==> config.mk <==
export PLATFORM = sky130hd
export DESIGN_NAME = gp_cr_regfile
export DESIGN_NICKNAME = d
export VERILOG_FILES = /design/src/rtl/gp_cr_regfile.sv
export SDC_FILE = /design/constraint.sdc
export NUM_CORES = 2
export LEC_CHECK = 0
export ABC_AREA = 1
export BUFFER_PORTS_ARGS = -buffer_cell sky130_fd_sc_hd__buf_4
export CAP_MARGIN = 30
export CELL_PAD_IN_SITES_DETAIL_PLACEMENT = 0
export CELL_PAD_IN_SITES_GLOBAL_PLACEMENT = 2
export CORE_MARGIN = 3
export CORE_UTILIZATION = 36
export CTS_CLUSTER_DIAMETER = 200
export CTS_CLUSTER_SIZE = 14
export DETAILED_ROUTE_END_ITERATION = 6
export GPL_TIMING_DRIVEN = 0
export HOLD_SLACK_MARGIN = 0.12
export PLACE_DENSITY = 0.86
export SLEW_MARGIN = 20
export SYNTH_ARGS = -nofsm -noshare
export SYNTH_HDL_FRONTEND = slang
export SYNTH_SLANG_ARGS = --single-unit
==> constraint.sdc <==
create_clock -name clk -period 5.5 [get_ports clk]
set_input_delay 0.275 -clock clk [delete_from_list [all_inputs] [get_ports clk]]
set_output_delay 0.275 -clock clk [all_outputs]
set_load 0.005 [all_outputs]
==> src/rtl/gp_cr_regfile.sv <==
// gp_cr_regfile: decode-stage register storage.
//   - 32x32 general-purpose register file (r0 hardwired to zero), two write ports.
//   - 32x32 control register file (all entries writable), one write port.
//   - Registered read data (1-cycle latency) aligned with the decode->execute
//     boundary, with same-cycle write bypass; reads hold while stall is high.
//
// Ports:
//   clk, rst (sync, active-high), stall (holds d_1/d_2/cd)
//   s_1/d_1, s_2/d_2           : GPR read ports (address in, registered data out)
//   we1/target_1/write_data_1  : GPR write port 1 (load result, wins on conflict)
//   we2/target_2/write_data_2  : GPR write port 2 (base-register increment)
//   cs/cd                      : CR read port (registered data out)
//   cwe/ctgt/cwrite_data       : CR write port
//   ret_val                    : live contents of r1, straight from storage
module gp_cr_regfile (
   input  logic        clk,
   input  logic        rst,
   input  logic        stall,
   input  logic [4:0]  s_1,
   output logic [31:0] d_1,
   input  logic [4:0]  s_2,
   output logic [31:0] d_2,
   input  logic        we1,
   input  logic [4:0]  target_1,
   input  logic [31:0] write_data_1,
   input  logic        we2,
   input  logic [4:0]  target_2,
   input  logic [31:0] write_data_2,
   input  logic [4:0]  cs,
   output logic [31:0] cd,
   input  logic        cwe,
   input  logic [4:0]  ctgt,
   input  logic [31:0] cwrite_data,
   output logic [31:0] ret_val
);

   logic [31:0] gpr [32];
   logic [31:0] cr  [32];

   logic [31:0] d_1_nxt;
   logic [31:0] d_2_nxt;
   logic [31:0] cd_nxt;

   // Read-side bypass: a write landing on the same edge as the read sample
   // is forwarded, port 1 taking priority. Address 0 short-circuits to zero
   // so a discarded r0 write never leaks through the bypass.
   always_comb begin
      d_1_nxt = gpr[s_1];
      if (s_1 == 5'd0)
         d_1_nxt = '0;
      else if (we1 && (target_1 == s_1))
         d_1_nxt = write_data_1;
      else if (we2 && (target_2 == s_1))
         d_1_nxt = write_data_2;

      d_2_nxt = gpr[s_2];
      if (s_2 == 5'd0)
         d_2_nxt = '0;
      else if (we1 && (target_1 == s_2))
         d_2_nxt = write_data_1;
      else if (we2 && (target_2 == s_2))
         d_2_nxt = write_data_2;

      cd_nxt = cr[cs];
      if (cwe && (ctgt == cs))
         cd_nxt = cwrite_data;
   end

   always_ff @(posedge clk) begin
      if (rst) begin
         for (int unsigned i = 0; i < 32; i++) begin
            gpr[i] <= '0;
            cr[i]  <= '0;
         end
         d_1 <= '0;
         d_2 <= '0;
         cd  <= '0;
      end else begin
         // Port 2 is assigned first so a same-address port 1 write overrides it.
         if (we2 && (target_2 != 5'd0))
            gpr[target_2] <= write_data_2;
         if (we1 && (target_1 != 5'd0))
            gpr[target_1] <= write_data_1;
         if (cwe)
            cr[ctgt] <= cwrite_data;
         // Writeback proceeds during stall; only the read registers hold.
         if (!stall) begin
            d_1 <= d_1_nxt;
            d_2 <= d_2_nxt;
            cd  <= cd_nxt;
         end
      end
   end

   always_comb begin
      ret_val = gpr[1];
   end

endmodule

=== After elaboration in Yosys (flattened, before gate mapping) ===
Memory sizes are Yosys's and may differ from the RTL's. A register that Yosys moved wholly into a read port is not among the register bits.
Cells that the tools add are included.

* Register bits after elaboration: 64
* Latch bits: 0
* RAM bits: 2048
* Memory bits (read-only): 0
* Input port bits: 132
* Output and inout bits: 128
* Logic and storage cells: 48
* Memories: 2

{| class="wikitable"
|+ Memories
! name !! depth !! bits a word !! rd ports !! clocked after memory_dff !! wr ports !! line !! text
|-
| cr || 32 || 32 || 1 || 1 || 32 || 38 || <nowiki>logic [31:0] cr [32];</nowiki>
|-
| gpr || 32 || 32 || 3 || 0 || 32 || 37 || <nowiki>logic [31:0] gpr [32];</nowiki>
|}

* Add/sub/neg operators: 0
* Multipliers: 0
* Divide/modulo/power cells: 0
* $lt $le $gt $ge: 0
* Equality and inequality tests: 4
* Shifts and indexed selects: 0
* Multiplexer cells: 26
* Bitwise operators: 0
* Reduce and logical (&&, ||, !) cells: 14

{| class="wikitable"
|+ Operator list
! kind !! count
|-
| $mux W32 || 9
|-
| $reduce_or A32 Y1 || 3
|-
| $eq A5 B5 Y1 || 4
|-
| $mux W5 || 3
|-
| $mux W1 || 14
|-
| $logic_not A5 Y1 || 2
|-
| $reduce_bool A5 Y1 || 2
|-
| $logic_and A1 B1 Y1 || 6
|-
| $logic_not A1 Y1 || 1
|}

=== Logic depth before layout (Yosys ltp) ===
* Depth in word-level cells: 7
* Depth in mapped cells: 15
* Mapped depth without buffers: 12

=== Worst setup path after synthesis ===
No wires, ideal clock.

* Kind: input port to flip-flop
* Start: input port target_2[0]
* End: memory gpr[4][0], enable pin
* Library setup time: 533 ps
* Arrival: 4629 ps
* Required time: 4967 ps
* Path slack: 338 ps
* Cell stages on the path: 4
* Path buffers: 1
* Path through: clkbuf_1 nor2_1 inv_2 o311ai_0

{| class="wikitable"
|+ RTL lines
! element !! line !! text
|-
| from (decl) || 27 || <nowiki>input logic [4:0] target_2,</nowiki>
|-
| to (decl) || 37 ||
|}

==> out/qor.csv <==
metric,value,unit
detailed-route via count,118064,
Antenna Violating Nets Remaining,0,
detailed router's first-iteration violation count,23741,
clock tree from TritonCTS,done,
predominant post-synthesis flop cell,sky130_fd_sc_hd__edfxtp_1,
area enclosed by the die boundary,0.320,mm²
largest area contributor in the netlist,sky130_fd_sc_hd__edfxtp_1,
fraction of synthesized area in multiplexers,0,%
combinational family with the most area after synthesis,simple AND/OR/NAND/NOR gates,
initial antenna violation count,90,
FMAX,266,MHz
pin count of the biggest net entering global routing,33,
busiest layer in global routing,met1,
sequential share of power,49.8,%
worst stage delay on the critical path,0.68,ns
Worst Hold Slack,0.188,ns
combined buffer and inverter count along the critical path,8,
type of element capturing the critical path,flip-flop,
transition at the pin with the smallest max-transition slack,1.20,ns
worst setup slack after placement,1.35,ns
Slowest cell on crit path,sky130_fd_sc_hd__nand2_1,
Top Family by Delay on Critical Path,buffers and inverters,
routed vias/inst,6.44,
Die Span Y,566,µm
GR Util met1,59.7,%
Worst setup SP type,input pin,
fraction of registers with async set/reset,0,%
library cells used by synthesis,35,
clock tree buffer depth,4,
share of final-layout standard cells stronger than drive strength 1,9.25,%
post-synthesis simple-gate area fraction,26.1,%
Routability Congestion,1.08,
violated checks,DRC,
count of mapped cells out of synthesis,13339,
register clock-pin slew on the reported worst setup and hold paths,0.08,ns
final setup slack of the worst path,1.74,ns
routing usage on met2,56.6,%
type of the most critical hold path,in -> reg,
share of the synthesized netlist area taken by xor and xnor gates,0.0388,%
clock net sink count,2144,
Switching Fraction,32.2,%
#FFs+latches synth,2144,
H-Tree Level Count,4,
iteration count of the initial detailed-routing pass,7,
post-synthesis compound-gate area fraction,11.4,%
final critical-path share of the clock period,68.3,%
relative contribution of combinational cells to total power,17.5,%
"critical path fanouts, max",11,
HPWL Detailed,565000,µm
arrival time of data at the critical path endpoint,4.36,ns
clock network power share,32.7,%
placement row count,204,
biggest area contributors in the synthesized netlist,"sky130_fd_sc_hd__edfxtp_1 55%, sky130_fd_sc_hd__nand2_1 12%, sky130_fd_sc_hd__nand3_1 8.1%, sky130_fd_sc_hd__nor2_1 5.5%, sky130_fd_sc_hd__o21ai_0 4.6%",
Power Internal,26.2,mW
Area Growth Syn to Fin,14.6,%
"commonest non-fill, non-tap cell in the layout",sky130_fd_sc_hd__nand2_1,
die width,566,µm
reported max-cap violation count,0,
most used cells in the layout excluding fill and tap cells,"3549 x sky130_fd_sc_hd__nand2_1, 2048 x sky130_fd_sc_hd__edfxtp_1, 1834 x sky130_fd_sc_hd__nand3_1, 1662 x sky130_fd_sc_hd__nor2_1, 1048 x sky130_fd_sc_hd__o21ai_0",
core area,0.310,mm²
clock insertion delay at the later pin of the skew report,0.94,ns
relative slew slack,19.7,%
total length of routed wires,736000,µm
yosys warns,0,
data required time of the critical path,6.10,ns
drc violations,9,
final setup fails,0,
post-synth design cell area,0.113,mm²
Final Total Pwr,38.6,mW
Net Sw Power,12.4,mW
Peak supply drop,0.242,mV
Reg2Reg Setup Slack,3.29,ns
final period demand of the worst path,3.76,ns
Post-Route Skew,0.0621,ns
Final Hold Viols,0,
portion of synthesized cell area occupied by the leading cell type,54.5,%
Filler Cell Count,31943,
average size of a mapped cell,8.46,µm²
residual overflow from global routing,0,
clock root buffer,sky130_fd_sc_hd__clkbuf_16,
final number of max-transition violations,0,
starting utilization of the core area,36.3,%
average detailed-routed wire length per instance,40.2,µm
cell repeated most along the worst path,sky130_fd_sc_hd__nand2_1,
unrepaired setup endpoints after global routing,false,
post-CTS setup-driven buffer insertion count,0,
total number of nets in the final design,14192,
adder-cell area share of the yosys netlist,0,%
via count of the first global-routing pass,103155,
P_leak,49.2,nW
WS Path Type,in -> reg,
areal power density over the cells,299,mW/mm²
cts bufs inserted,175,
Port-buffer cells,211,
global-route track usage on met3,21.0,%
cell-by-cell trace of the critical path,dlygate4sd3_1 > buf_4 > nor2_1 > nand2_1 > nand2_1 > inv_2 > nand2_1 > inv_1 > nand2_1 > buf_2 > nand3b_1 > buf_6 > buf_6 > buf_6,
global-route wire length before repair,951000,µm
total negative slack for setup checks,0,ns
run status,finished with violations,
register area share after synthesis,56.2,%
number of primary I/O pins,260,
GR Util All Layers,44.0,%
number of enable-type register cells in the synthesized netlist,2048,
metrics by stage:
step | cells | instance area, µm² | utilization (%)
2_1_floorplan | 13370 | 113000 | -
4_1_cts | 18219 | 129000 | 41.5
6_report | 18326 | 129000 | 41.7
5_1_grt | 18254 | 129000 | 41.6
3_3_place_gp | 17701 | 120000 | 38.6
3_5_place_dp | 17878 | 123000 | 39.6
final cells by class:
class / instances / area [µm²] / share of cell area (%)
timing repair buffer: 513 / 5830 / 4.51
clock inverter: 10 / 130 / 0.101
multi-input combinational: 9568 / 42700 / 33.0
clock buffer: 237 / 4680 / 3.62
inverter: 313 / 1180 / 0.911
antenna: 76 / 190 / 0.147
buffer: 1345 / 5980 / 4.63
tap: 4120 / 5150 / 3.99
sequential: 2144 / 63400 / 49.1
repair_timing:
item / CTS / global route
resized for setup: 0 / 0
hold buffers: 94 / 2
endpoints found under the hold margin: 329 / 8
power by group through the flow:
stage                     Clock (mW)  Sequential (mW)  Combinational (mW)
final                           12.6             19.2                6.74
after global routing            13.0             19.3                6.74
after CTS                       12.4             19.2                6.24
after detailed placement           0             19.6                6.17
after global placement             0             19.6                5.91
after floorplan                    0             19.4                2.70
logic make-up after synthesis:
kind of cell / after synthesis
XOR/XNOR: 5
AND/OR/NAND/NOR: 7159
other: 1
AO/OA/AOI/OAI: 2372
flip-flops: 2144
buffers and inverters: 1658
worst min-delay path, delay by kind of cell:
kind	cells	cell delay [ns]
and+or+nand+nor	5	0.43
buffers and inverters	2	0.22
AOI/OAI and AO/OA	2	0.11
synthesized netlist by cell type, types with 2 or more instances:
cell                       number
sky130_fd_sc_hd__a21oi_1      510
sky130_fd_sc_hd__buf_1         73
sky130_fd_sc_hd__buf_2        420
sky130_fd_sc_hd__buf_4         58
sky130_fd_sc_hd__buf_6          9
sky130_fd_sc_hd__clkbuf_1     770
sky130_fd_sc_hd__clkbuf_2      15
sky130_fd_sc_hd__clkinv_1      34
sky130_fd_sc_hd__dfxtp_1       96
sky130_fd_sc_hd__edfxtp_1    2048
sky130_fd_sc_hd__inv_1        253
sky130_fd_sc_hd__inv_2         25
sky130_fd_sc_hd__nand2_1     3602
sky130_fd_sc_hd__nand2_2        4
sky130_fd_sc_hd__nand3_1     1836
sky130_fd_sc_hd__nand3_2        4
sky130_fd_sc_hd__nand3b_1       3
sky130_fd_sc_hd__nand4_1        6
sky130_fd_sc_hd__nand4_4        2
sky130_fd_sc_hd__nor2_1      1662
sky130_fd_sc_hd__nor2_2        15
sky130_fd_sc_hd__nor3_1        17
sky130_fd_sc_hd__nor3_2         5
sky130_fd_sc_hd__nor4_4         2
sky130_fd_sc_hd__o211ai_1       4
sky130_fd_sc_hd__o21ai_0     1048
sky130_fd_sc_hd__o21ai_1       96
sky130_fd_sc_hd__o22ai_1      617
sky130_fd_sc_hd__o31ai_1       96
sky130_fd_sc_hd__xor2_1         4
registers in the layout, summed over array words and instances (netlist names):
register and count:
gpr 1024, cd 32, d_1 32, cr 1024
d_2 32
layer usage:
metal	vias up	routed length (µm)
met4	58	49100
met5	-	478
met3	1887	128000
li1	47267	-
met2	10912	275000
met1	57940	283000
path summary, 6_finish.rpt:
kind,cells past startpoint,endpoint,startpoint
setup reg to reg,10,d_1[1]$_SDFFE_PP0N_,gpr[30][1]$_DFFE_PP_
hold reg to reg,2,d_2[9]$_SDFFE_PP0N_,d_2[9]$_SDFFE_PP0N_
setup / recovery,14,gpr[8][9]$_DFFE_PP_,target_1[0]
hold / removal,9,d_2[31]$_SDFFE_PP0N_,we1
(Power assumes the default switching activity.)
